**config.mk**
```make
export PLATFORM = sky130hd
export DESIGN_NAME = uart_rx_cfg
export DESIGN_NICKNAME = d
export VERILOG_FILES = /design/src/rtl/uart_rx_cfg.sv
export SDC_FILE = /design/constraint.sdc
export NUM_CORES = 1
export LEC_CHECK = 0
export BUFFER_PORTS_ARGS = -buffer_cell sky130_fd_sc_hd__buf_2
export CORE_ASPECT_RATIO = 1.75
export CORE_UTILIZATION = 50
export CTS_BUF_LIST = sky130_fd_sc_hd__clkbuf_8
export DETAILED_ROUTE_END_ITERATION = 16
export PLACE_DENSITY = 0.72
export SYNTH_ARGS = -nofsm -noshare
export SYNTH_HDL_FRONTEND = slang
export SYNTH_SLANG_ARGS = --single-unit
export TNS_END_PERCENT = 30
```
**constraint.sdc**
```tcl
create_clock -name clk -period 1.8 [get_ports clk]
set_clock_uncertainty 0.2 [all_clocks]
set_input_delay 0.45 -clock clk [delete_from_list [all_inputs] [get_ports clk]]
set_output_delay 0.45 -clock clk [all_outputs]
set_load 0.03 [all_outputs]
```
**src/rtl/uart_rx_cfg.sv**
```systemverilog
// Parametrised UART receiver: configurable data width, optional parity, 1/2 stop bits.
// Each bit is sampled at its midpoint using an OVS-times oversampling strobe.
module uart_rx_cfg #(
    parameter int DATA_BITS  = 8,
    parameter int OVS        = 16,
    parameter int PARITY_EN  = 0,
    parameter int PARITY_ODD = 0,
    parameter int STOP_BITS  = 1
) (
    input  logic                 clk,
    input  logic                 rstn,
    input  logic                 os_stb,
    input  logic                 rxd,
    output logic [DATA_BITS-1:0] dout,
    output logic                 dout_vld,
    output logic                 frame_err,
    output logic                 parity_err,
    output logic                 busy
);

    localparam int OW = $clog2(OVS);
    localparam int BW = $clog2(DATA_BITS);

    localparam logic [2:0] S_IDLE   = 3'd0;
    localparam logic [2:0] S_START  = 3'd1;
    localparam logic [2:0] S_DATA   = 3'd2;
    localparam logic [2:0] S_PARITY = 3'd3;
    localparam logic [2:0] S_STOP   = 3'd4;
    localparam logic [2:0] S_BREAK  = 3'd5;

    localparam logic [OW-1:0] OS_MID    = OW'(OVS / 2 - 1);
    localparam logic [OW-1:0] OS_END    = OW'(OVS - 1);
    localparam logic [BW-1:0] BIT_LAST  = BW'(DATA_BITS - 1);
    localparam logic          STOP_LAST = 1'(STOP_BITS - 1);
    localparam logic          ODD_FLIP  = (PARITY_ODD != 0);

    logic                 r_sync1;
    logic                 r_sync2;
    logic [2:0]           r_state;
    logic [OW-1:0]        r_os_cnt;
    logic [BW-1:0]        r_bit_cnt;
    logic                 r_stop_cnt;
    logic [DATA_BITS-1:0] r_shift;
    logic                 r_ferr;
    logic                 r_perr;
    logic [DATA_BITS-1:0] r_dout;
    logic                 r_dout_vld;
    logic                 r_frame_err;
    logic                 r_parity_err;

    logic w_rxd_s;
    logic w_os_end;
    logic w_par_err;

    assign w_rxd_s   = r_sync2;
    assign w_os_end  = (r_os_cnt == OS_END);
    assign w_par_err = (^r_shift) ^ w_rxd_s ^ ODD_FLIP;

    always_ff @(posedge clk) begin
        if (!rstn) begin
            r_sync1      <= 1'b1;
            r_sync2      <= 1'b1;
            r_state      <= S_IDLE;
            r_os_cnt     <= '0;
            r_bit_cnt    <= '0;
            r_stop_cnt   <= 1'b0;
            r_shift      <= '0;
            r_ferr       <= 1'b0;
            r_perr       <= 1'b0;
            r_dout       <= '0;
            r_dout_vld   <= 1'b0;
            r_frame_err  <= 1'b0;
            r_parity_err <= 1'b0;
        end else begin
            r_sync1    <= rxd;
            r_sync2    <= r_sync1;
            r_dout_vld <= 1'b0;
            if (os_stb) begin
                case (r_state)
                    S_IDLE: begin
                        if (!w_rxd_s) begin
                            r_state  <= S_START;
                            r_os_cnt <= '0;
                        end
                    end
                    S_START: begin
                        if (r_os_cnt == OS_MID) begin
                            r_os_cnt <= '0;
                            if (!w_rxd_s) begin
                                r_state    <= S_DATA;
                                r_bit_cnt  <= '0;
                                r_stop_cnt <= 1'b0;
                                r_ferr     <= 1'b0;
                                r_perr     <= 1'b0;
                            end else begin
                                r_state <= S_IDLE;
                            end
                        end else begin
                            r_os_cnt <= r_os_cnt + OW'(1);
                        end
                    end
                    S_DATA: begin
                        if (w_os_end) begin
                            r_os_cnt  <= '0;
                            r_shift   <= {w_rxd_s, r_shift[DATA_BITS-1:1]};
                            r_bit_cnt <= r_bit_cnt + BW'(1);
                            if (r_bit_cnt == BIT_LAST)
                                r_state <= (PARITY_EN != 0) ? S_PARITY : S_STOP;
                        end else begin
                            r_os_cnt <= r_os_cnt + OW'(1);
                        end
                    end
                    S_PARITY: begin
                        if (w_os_end) begin
                            r_os_cnt <= '0;
                            r_perr   <= w_par_err;
                            r_state  <= S_STOP;
                        end else begin
                            r_os_cnt <= r_os_cnt + OW'(1);
                        end
                    end
                    S_STOP: begin
                        if (w_os_end) begin
                            r_os_cnt <= '0;
                            // Final stop sampled at mid-bit: publish now so a back-to-back start edge is caught.
                            if (r_stop_cnt == STOP_LAST) begin
                                r_dout       <= r_shift;
                                r_frame_err  <= r_ferr | ~w_rxd_s;
                                r_parity_err <= r_perr;
                                r_dout_vld   <= 1'b1;
                                r_state      <= w_rxd_s ? S_IDLE : S_BREAK;
                            end else begin
                                r_ferr     <= ~w_rxd_s;
                                r_stop_cnt <= 1'b1;
                            end
                        end else begin
                            r_os_cnt <= r_os_cnt + OW'(1);
                        end
                    end
                    S_BREAK: begin
                        if (w_rxd_s)
                            r_state <= S_IDLE;
                    end
                    default: r_state <= S_IDLE;
                endcase
            end
        end
    end

    assign dout       = r_dout;
    assign dout_vld   = r_dout_vld;
    assign frame_err  = r_frame_err;
    assign parity_err = r_parity_err;
    assign busy       = (r_state != S_IDLE);

endmodule

```
### Yosys cells after proc, flatten, opt, wreduce, memory -nomap -nowiden

Index checks and enable logic that the tools add are counted.

| storage, ports and cells | value |
|---|---|
| register bits | 34 |
| bits of input ports | 4 |
| output and inout bits | 12 |
| logic and storage cells | 84 |

| operators by class | value |
|---|---|
| add/sub/neg operators | 2 |
| equal/unequal tests | 18 |
| muxes and demuxes | 30 |
| bitwise gates (word level) | 4 |
| reductions and logical operators | 17 |

Operators with widths:

| cell | number |
|---|---|
| 3-bit two-way mux | 12 |
| 2-bit != test (second input constant) | 10 |
| 3-bit one-hot mux with 6 select lines | 1 |
| 5-bit AND reduction | 3 |
| 4-bit two-way mux | 3 |
| 4-bit one-hot mux with 3 select lines | 1 |
| 3-bit == test (second input constant) | 3 |
| 9-bit AND reduction | 1 |
| 1-bit two-way mux | 8 |
| 4-bit AND reduction | 2 |
| 8-bit XOR reduction | 1 |
| 3-bit by 2-bit == test with 1-bit output (second input constant) | 2 |
| 1-bit one-hot mux with 2 select lines | 3 |
| 3-bit one-hot mux with 2 select lines | 1 |
| 3-bit AND reduction | 2 |
| 6-bit AND reduction | 1 |
| 2-bit nonzero test | 3 |
| 3-bit nonzero test | 2 |
| 4-bit by 1-bit adder with 4-bit output (second input constant) | 1 |
| 4-bit by 3-bit == test with 1-bit output (second input constant) | 1 |
| 4-bit == test (second input constant) | 1 |
| 3-bit by 1-bit adder with 3-bit output (second input constant) | 1 |
| 3-bit by 1-bit == test with 1-bit output (second input constant) | 1 |
| 3-bit zero test | 1 |
| other kinds (5) | 6 |

### Logic depth before layout (Yosys ltp)

Gate-level depths: netlist of the first run.

| logic depth | value |
|---|---|
| word-level depth | 4 |
| depth in mapped cells | 6 |
| gate-level depth less buffers | 6 |

### Least setup slack after synthesis of the first run

No wires, ideal clock.

| timing | value |
|---|---|
| path kind | reg-to-reg |
| start | register r_bit_cnt[0] |
| end | register r_state[1] |
| setup time | 115 ps |
| arrival | 1,546 ps |
| required time | 1,485 ps |
| setup slack | -60 ps |
| stages on the path, launching flop included | 7 |
| path buffers | 0 |
| clock period less this slack | 1,860 ps |
| cell sequence | dfxtp_1 ha_1 ha_1 or4b_1 o311ai_2 nor4b_1 o21a_1 |

| between the ends | value |
|---|---|
| cells in the longest elaborated chain, start to end | 3 |

RTL lines:

| what | line | source |
|---|---|---|
| start: declaration | 41 | `logic [BW-1:0] r_bit_cnt;` |
| start signal: assignment | 106 | `r_bit_cnt <= r_bit_cnt + BW'(1);` |
| 3-bit == test | 107 | `if (r_bit_cnt == BIT_LAST)` |
| 2-bit != test (no source line) | -- |  |
| 9-bit AND reduction (no source line) | -- |  |
| end signal: assignment | 108 | `r_state <= (PARITY_EN != 0) ? S_PARITY : S_STOP;` |
| end signal: assignment | 131 | `r_state <= w_rxd_s ? S_IDLE : S_BREAK;` |
| end: declaration | 39 | `logic [2:0] r_state;` |

No other way between the ends.
A chain may end at the register's enable or synchronous reset.

### Worst setup path after layout of the first run

| timing | value |
|---|---|
| start | register r_state[2] |
| end | output port busy |

| between the ends | value |
|---|---|
| cells in the longest elaborated chain, start to end | 1 |

RTL lines:

| what | line | source |
|---|---|---|
| 3-bit nonzero test | 154 | `assign busy = (r_state != S_IDLE);` |
| end: declaration | 18 | `output logic busy` |

No other way between the ends.

==> reports/results.tsv, run 1 <==
metric	value	unit
start_kind	register	
cts_buffers	5	
crit_type	register to primary output	
ioPinCount	16	
final_common_cell	dfxtp_1	
postLayoutCellArea	2167	um^2
hpwl	2674	um
setup_violations	9	
wire_per_inst	14.28	um
cp_common_cell	buf_6	
clockBufferDepth	2	
leakagePower	0.8219	nW
cap_violations	0	
fp.dieH	76.61	um
grt-ovfl-total	0	
final_nets	224	
period_needed	1.925	ns
drt.antenna.violating_nets	0	
synthToLayoutAreaGrowth	36.27	%
critPathBufInv	2	
hold_viol_final	0	
post-route-drc-count	0	
die_area	3419	um^2
critPathMaxStageDelay	0.39	ns
syn_avg_cell_area	9.246	um^2
peakVddDrop	622.6	uV
cpMaxStageDelayCell	or3_4	
fillers	216	
synth_top_area_share	41.54	%
worstSkewPairLatency	0.29	ns
violations	negative setup slack	
drive_gt1_share	39.45	%
vias	1431	
period_share	107.0	%
io_buffers	15	
r2r-start	r_bit_cnt[0]	
worstPathCellList	buf_6 -> or3_4 -> buf_6	
timing.critical_path.to	busy	
ys.flop_type	dfxtp_1	
powerDensity	629.4	nW/um^2
root_buffer	clkbuf_8	
critPathArrivalTime	1.28	ns
place_area	1906	um^2
drv_slew	0	
critical_path_required	1.15	ns
cts_tree	built	
grt_usage	24.22	%
path_max_fanout	4	
synth_nets	179	
fin_hold_ws	0.1368	ns
worstHoldPathCells	2	
vias_per_cell	5.504	
netlist_top_cells_area	dfxtp_1, a21oi_1, mux2i_1, o21ai_0, nand2_1	
slew_headroom	69.60	%
core	2960	um^2
r2r_cells	6	
gp_congestion	0.8713	
seqCellArea	673.1	um^2
multi_input_area	957.2	um^2
min_from	rxd	
clkTransAtPathRegs	0.07	ns
die_w	44.63	um
async_flop_share	0	%
ys_seq_elements	33	
yosys_warnings	0	
wl	3713	um
synthesis.instances	172	
hold_class	input port to register	
timing.rr.end	r_state[1]	
rsz0062_at_grt	yes	
h-tree-depth	2	
placementRows	26	
layout_common_cells	dfxtp_1, buf_4, a21oi_1	
yosysTopAreaCell	dfxtp_1	
fmax	0.5194	GHz
grt_start_max_net_pins	29	
cp_num_cells	3	
grt_pass1_vias	1462	
dr.pass1.iters	4	
initialDrtViolationCount	19	
synth-edff-count	0	
ys_seq_area_share	41.54	%
ctsHoldBuffers	0	
outcome	finished with violations	
grt_pass1_wl	6154	um
start_util	53.72	%
tightest_slew	0.4554	ns
layout_setup_ws	-0.1253	ns
diodes	0	
synth_cell_types	49	
crit_start	r_state[2]	
clkSinkCount	33	
crit_path_end_kind	primary output	
syn_area	1590	um^2
antenna_found_initial	0	
cpLargestDelayFamily	simple AND/OR/NAND/NOR gates	
reg2reg_slack	-0.07	ns
==> sequential cells by signal, summed over array words and instances (netlist names) <==
| name | count |
|---|---|
| parity_err | 1 |
| r_bit_cnt | 3 |
| dout_vld | 1 |
| frame_err | 1 |
| r_ferr | 1 |
| r_os_cnt | 4 |
| r_shift | 8 |
| r_sync1 | 1 |
| r_sync2 | 1 |
| r_state | 3 |
| r_perr | 1 |
| dout | 8 |
==> synth_stat cells (2+ instances only) <==
cell type  instances
nor3_1             4
ha_1               3
mux2i_1            9
nand2_1           14
nand2b_1           3
or4b_1             2
nor2b_1            2
nor2_1            12
a21oi_1           18
nand3_1            4
o211ai_1           3
inv_1              2
buf_4              3
xor2_1             2
o41ai_1            2
buf_6              3
o2111ai_1          2
dfxtp_1           33
xnor2_1            4
or4_1              2
o21a_1             2
clkbuf_1           3
o21ai_0           14
==> final cells by class <==
| class | count | share of cell area (%) |
|---|---|---|
| Tap cell | 42 | 2.425 |
| Multi-Input combinational cell | 125 | 44.17 |
| Clock inverter | 3 | 0.8083 |
| Clock buffer | 5 | 3.176 |
| Inverter | 3 | 0.5196 |
| Sequential cell | 33 | 31.06 |
| Timing Repair Buffer | 49 | 17.84 |
==> kinds of logic (layout without fill, tap and decap cells) <==
kind of cell	after synthesis	in the layout	synth area share (%)
adder cells (fa/ha/maj)	3	3	2.361
flip-flops	33	33	41.54
multiplexers	9	9	5.665
buffers and inverters	14	60	5.822
AO/OA/AOI/OAI	49	49	19.75
AND/OR/NAND/NOR	57	57	20.14
XOR/XNOR	7	7	4.721
==> report_power, final <==
group / internal [mW] / leakage, nW / total, mW / switching, mW
Clock: 0.266 / 0.0439 / 0.541 / 0.274
Combinational: 0.0396 / 0.508 / 0.0865 / 0.0469
Sequential: 0.733 / 0.270 / 0.737 / 0.00412
==> stage by stage <==
step	setup slack [ns]	setup TNS (ns)	instances	total power, mW	utilization, %
floorplan	-0.008042	-0.008042	172	0.8048	-
CTS	-0.1226	-0.2648	259	1.378	71.81
detailed placement	-0.08598	-0.5734	247	0.8287	64.37
finish	-0.1253	-0.4625	260	1.364	73.20
global route	-0.1559	-1.291	260	1.415	73.20
global placement	-0.03967	-0.09471	247	0.8257	64.37
==> how the worst min path moves through the flow <==
| stage | to | slack [ns] |
|---|---|---|
| 6_report | r_sync1 | 0.14 |
| 5_1_grt | r_sync1 | 0.14 |
| 4_1_cts | r_sync1 | 0.13 |
| 3_5_place_dp | r_sync2 | 0.20 |
| 3_3_place_gp | r_sync2 | 0.19 |
| 2_1_floorplan | r_sync2 | 0.19 |
==> routing by layer <==
layer,track usage [%],wire length (um),vias up
met5,0,0,-
met4,13.33,138,0
met3,4.265,81,13
met2,45.44,2171,26
met1,22.60,1321,679
li1,-,-,713
==> worst reg2reg max path, stage by stage (launching register included) <==
cell and delay [ns]:
dfxtp_2 0.34, ha_4 0.16, ha_4 0.15, or4b_4 0.49
o311ai_4 0.12, nor4b_2 0.11, o21a_1 0.20
==> what timing repair did <==
action | 4_1_cts | 5_1_grt
buffers inserted | 4 | 1
pin swaps | 10 | 2
resized for setup | 24 | 12
setup endpoints to repair | 17 | 20
(Power assumes the default switching activity.)
==> run 2: changes to the inputs <==
--- a/config.mk
+++ b/config.mk
@@ -10,7 +10,8 @@
 export CORE_UTILIZATION = 50
 export CTS_BUF_LIST = sky130_fd_sc_hd__clkbuf_8
 export DETAILED_ROUTE_END_ITERATION = 16
-export PLACE_DENSITY = 0.72
+export PLACE_DENSITY = 0.69
+export SLEW_MARGIN = 25
 export SYNTH_ARGS = -nofsm -noshare
 export SYNTH_HDL_FRONTEND = slang
 export SYNTH_SLANG_ARGS = --single-unit
==> constraint.sdc (replaced) <==
create_clock -name clk -period 1.98 [get_ports clk]
set_clock_uncertainty 0.2 [all_clocks]
set_input_delay 0.495 -clock clk [delete_from_list [all_inputs] [get_ports clk]]
set_output_delay 0.495 -clock clk [all_outputs]
set_load 0.03 [all_outputs]
==> reports/results.tsv, run 2 (synthesized netlist as in run 1, its figures left out) <==
metric	value	unit
die_area	3419	um^2
rsz0062_at_grt	yes	
leakagePower	0.7199	nW
io_buffers	15	
fmax	0.5111	GHz
period_share	98.81	%
tightest_slew	0.4658	ns
worstSkewPairLatency	0.29	ns
start_kind	register	
slew_headroom	68.86	%
fillers	236	
critical_path_required	1.28	ns
drive_gt1_share	29.85	%
place_worst_setup_slack	-0.02697	ns
place_area	1727	um^2
cts_tree	built	
core	2960	um^2
layout_common_cells	dfxtp_1, a21oi_1, buf_4	
hold_class	input port to register	
path_max_fanout	5	
critPathArrivalTime	1.26	ns
grt_start_max_net_pins	29	
h-tree-depth	2	
setup_violations	0	
fp.dieH	76.61	um
fin_hold_ws	0.1961	ns
clkSinkCount	33	
synthToLayoutAreaGrowth	21.32	%
vias_per_cell	5.527	
multi_input_area	889.6	um^2
grt_usage	22.32	%
root_buffer	clkbuf_8	
vias	1343	
die_w	44.63	um
wl	3457	um
clockBufferDepth	2	
layout_setup_ws	0.02350	ns
grt_pass1_vias	1358	
crit_type	register to primary output	
cts_buffers	5	
crit_path_end_kind	primary output	
grt_pass1_wl	5789	um
gp_congestion	0.8421	
grt-ovfl-total	0	
final_common_cell	dfxtp_1	
period_needed	1.957	ns
cap_violations	0	
post-route-drc-count	0	
seqCellArea	673.1	um^2
postLayoutCellArea	1929	um^2
initialDrtViolationCount	20	
final_nets	207	
drt.antenna.violating_nets	0	
hold_viol_final	0	
outcome	finished, final reports clean	
start_util	53.72	%
ioPinCount	16	
clkTransAtPathRegs	0.07	ns
placementRows	26	
wire_per_inst	14.23	um
powerDensity	638.9	nW/um^2
peakVddDrop	557.0	uV
hpwl	2417	um
drv_slew	0	
antenna_found_initial	0	
diodes	0	
dr.pass1.iters	4	
-- run 2: cell types whose count changed in the layout (fill, tap and decap cells not counted), sizes merged --
cell,delta
buf,-17
-- run 2: stage by stage --
stage               std cells    TNS (ns)  power, mW  util, %
floorplan                 172           0     0.7287        -
global route              243    -0.08865      1.275    65.17
global placement          230           0     0.7416    58.33
finish                    243           0      1.233    65.17
detailed placement        230    -0.02697     0.7445    58.33
CTS                       243  -0.0002887      1.238    63.74
-- run 2: timing repair --
action                                  in CTS  in global routing
pin swaps                                    1                  2
endpoints found under the setup margin       3                  7
gates resized for setup                     11                 10
endpoints found under the hold margin        0                  0
buffers inserted                             5                  0
hold buffers                                 0                  0
-- run 2: area by class of cell --
cell class | instances | area share (%)
clock buffers | 5 | 3.567
flip-flops and latches | 33 | 34.89
well taps | 42 | 2.724
repair buffers | 32 | 11.22
inverters | 3 | 0.5837
multi-input cells | 125 | 46.11
clock inverters | 3 | 0.9079
-- run 2: metal layers --
layer	global-route usage [%]	up-vias	part of all wire [%]
met1	23.64	641	41
met5	0	-	0
li1	-	679	-
met3	4.739	9	1.8
met2	38.82	14	55
met4	11.82	0	2.0
-- run 2: where the power goes --
group / switching [mW] / internal (mW) / leakage, nW / total (mW)
Sequential: 0.00368 / 0.665 / 0.269 / 0.669
Combinational: 0.0399 / 0.0302 / 0.407 / 0.0701
Clock: 0.251 / 0.242 / 0.0439 / 0.494
-- run 2: worst paths after layout --
check,from,to,slack (ns),cells past startpoint
max reg2reg,r_bit_cnt[0],r_state[1],0.08,6
min,rxd,r_sync1,0.20,2
min reg2reg,r_sync1,r_sync2,0.21,1
max,r_state[2],busy,0.02,3
-- run 2: worst max-delay path, cell delays in order (launching register included) --
cell and delay [ns]:
dfxtp_2 0.33, buf_6 0.12, or3_4 0.38, buf_6 0.15
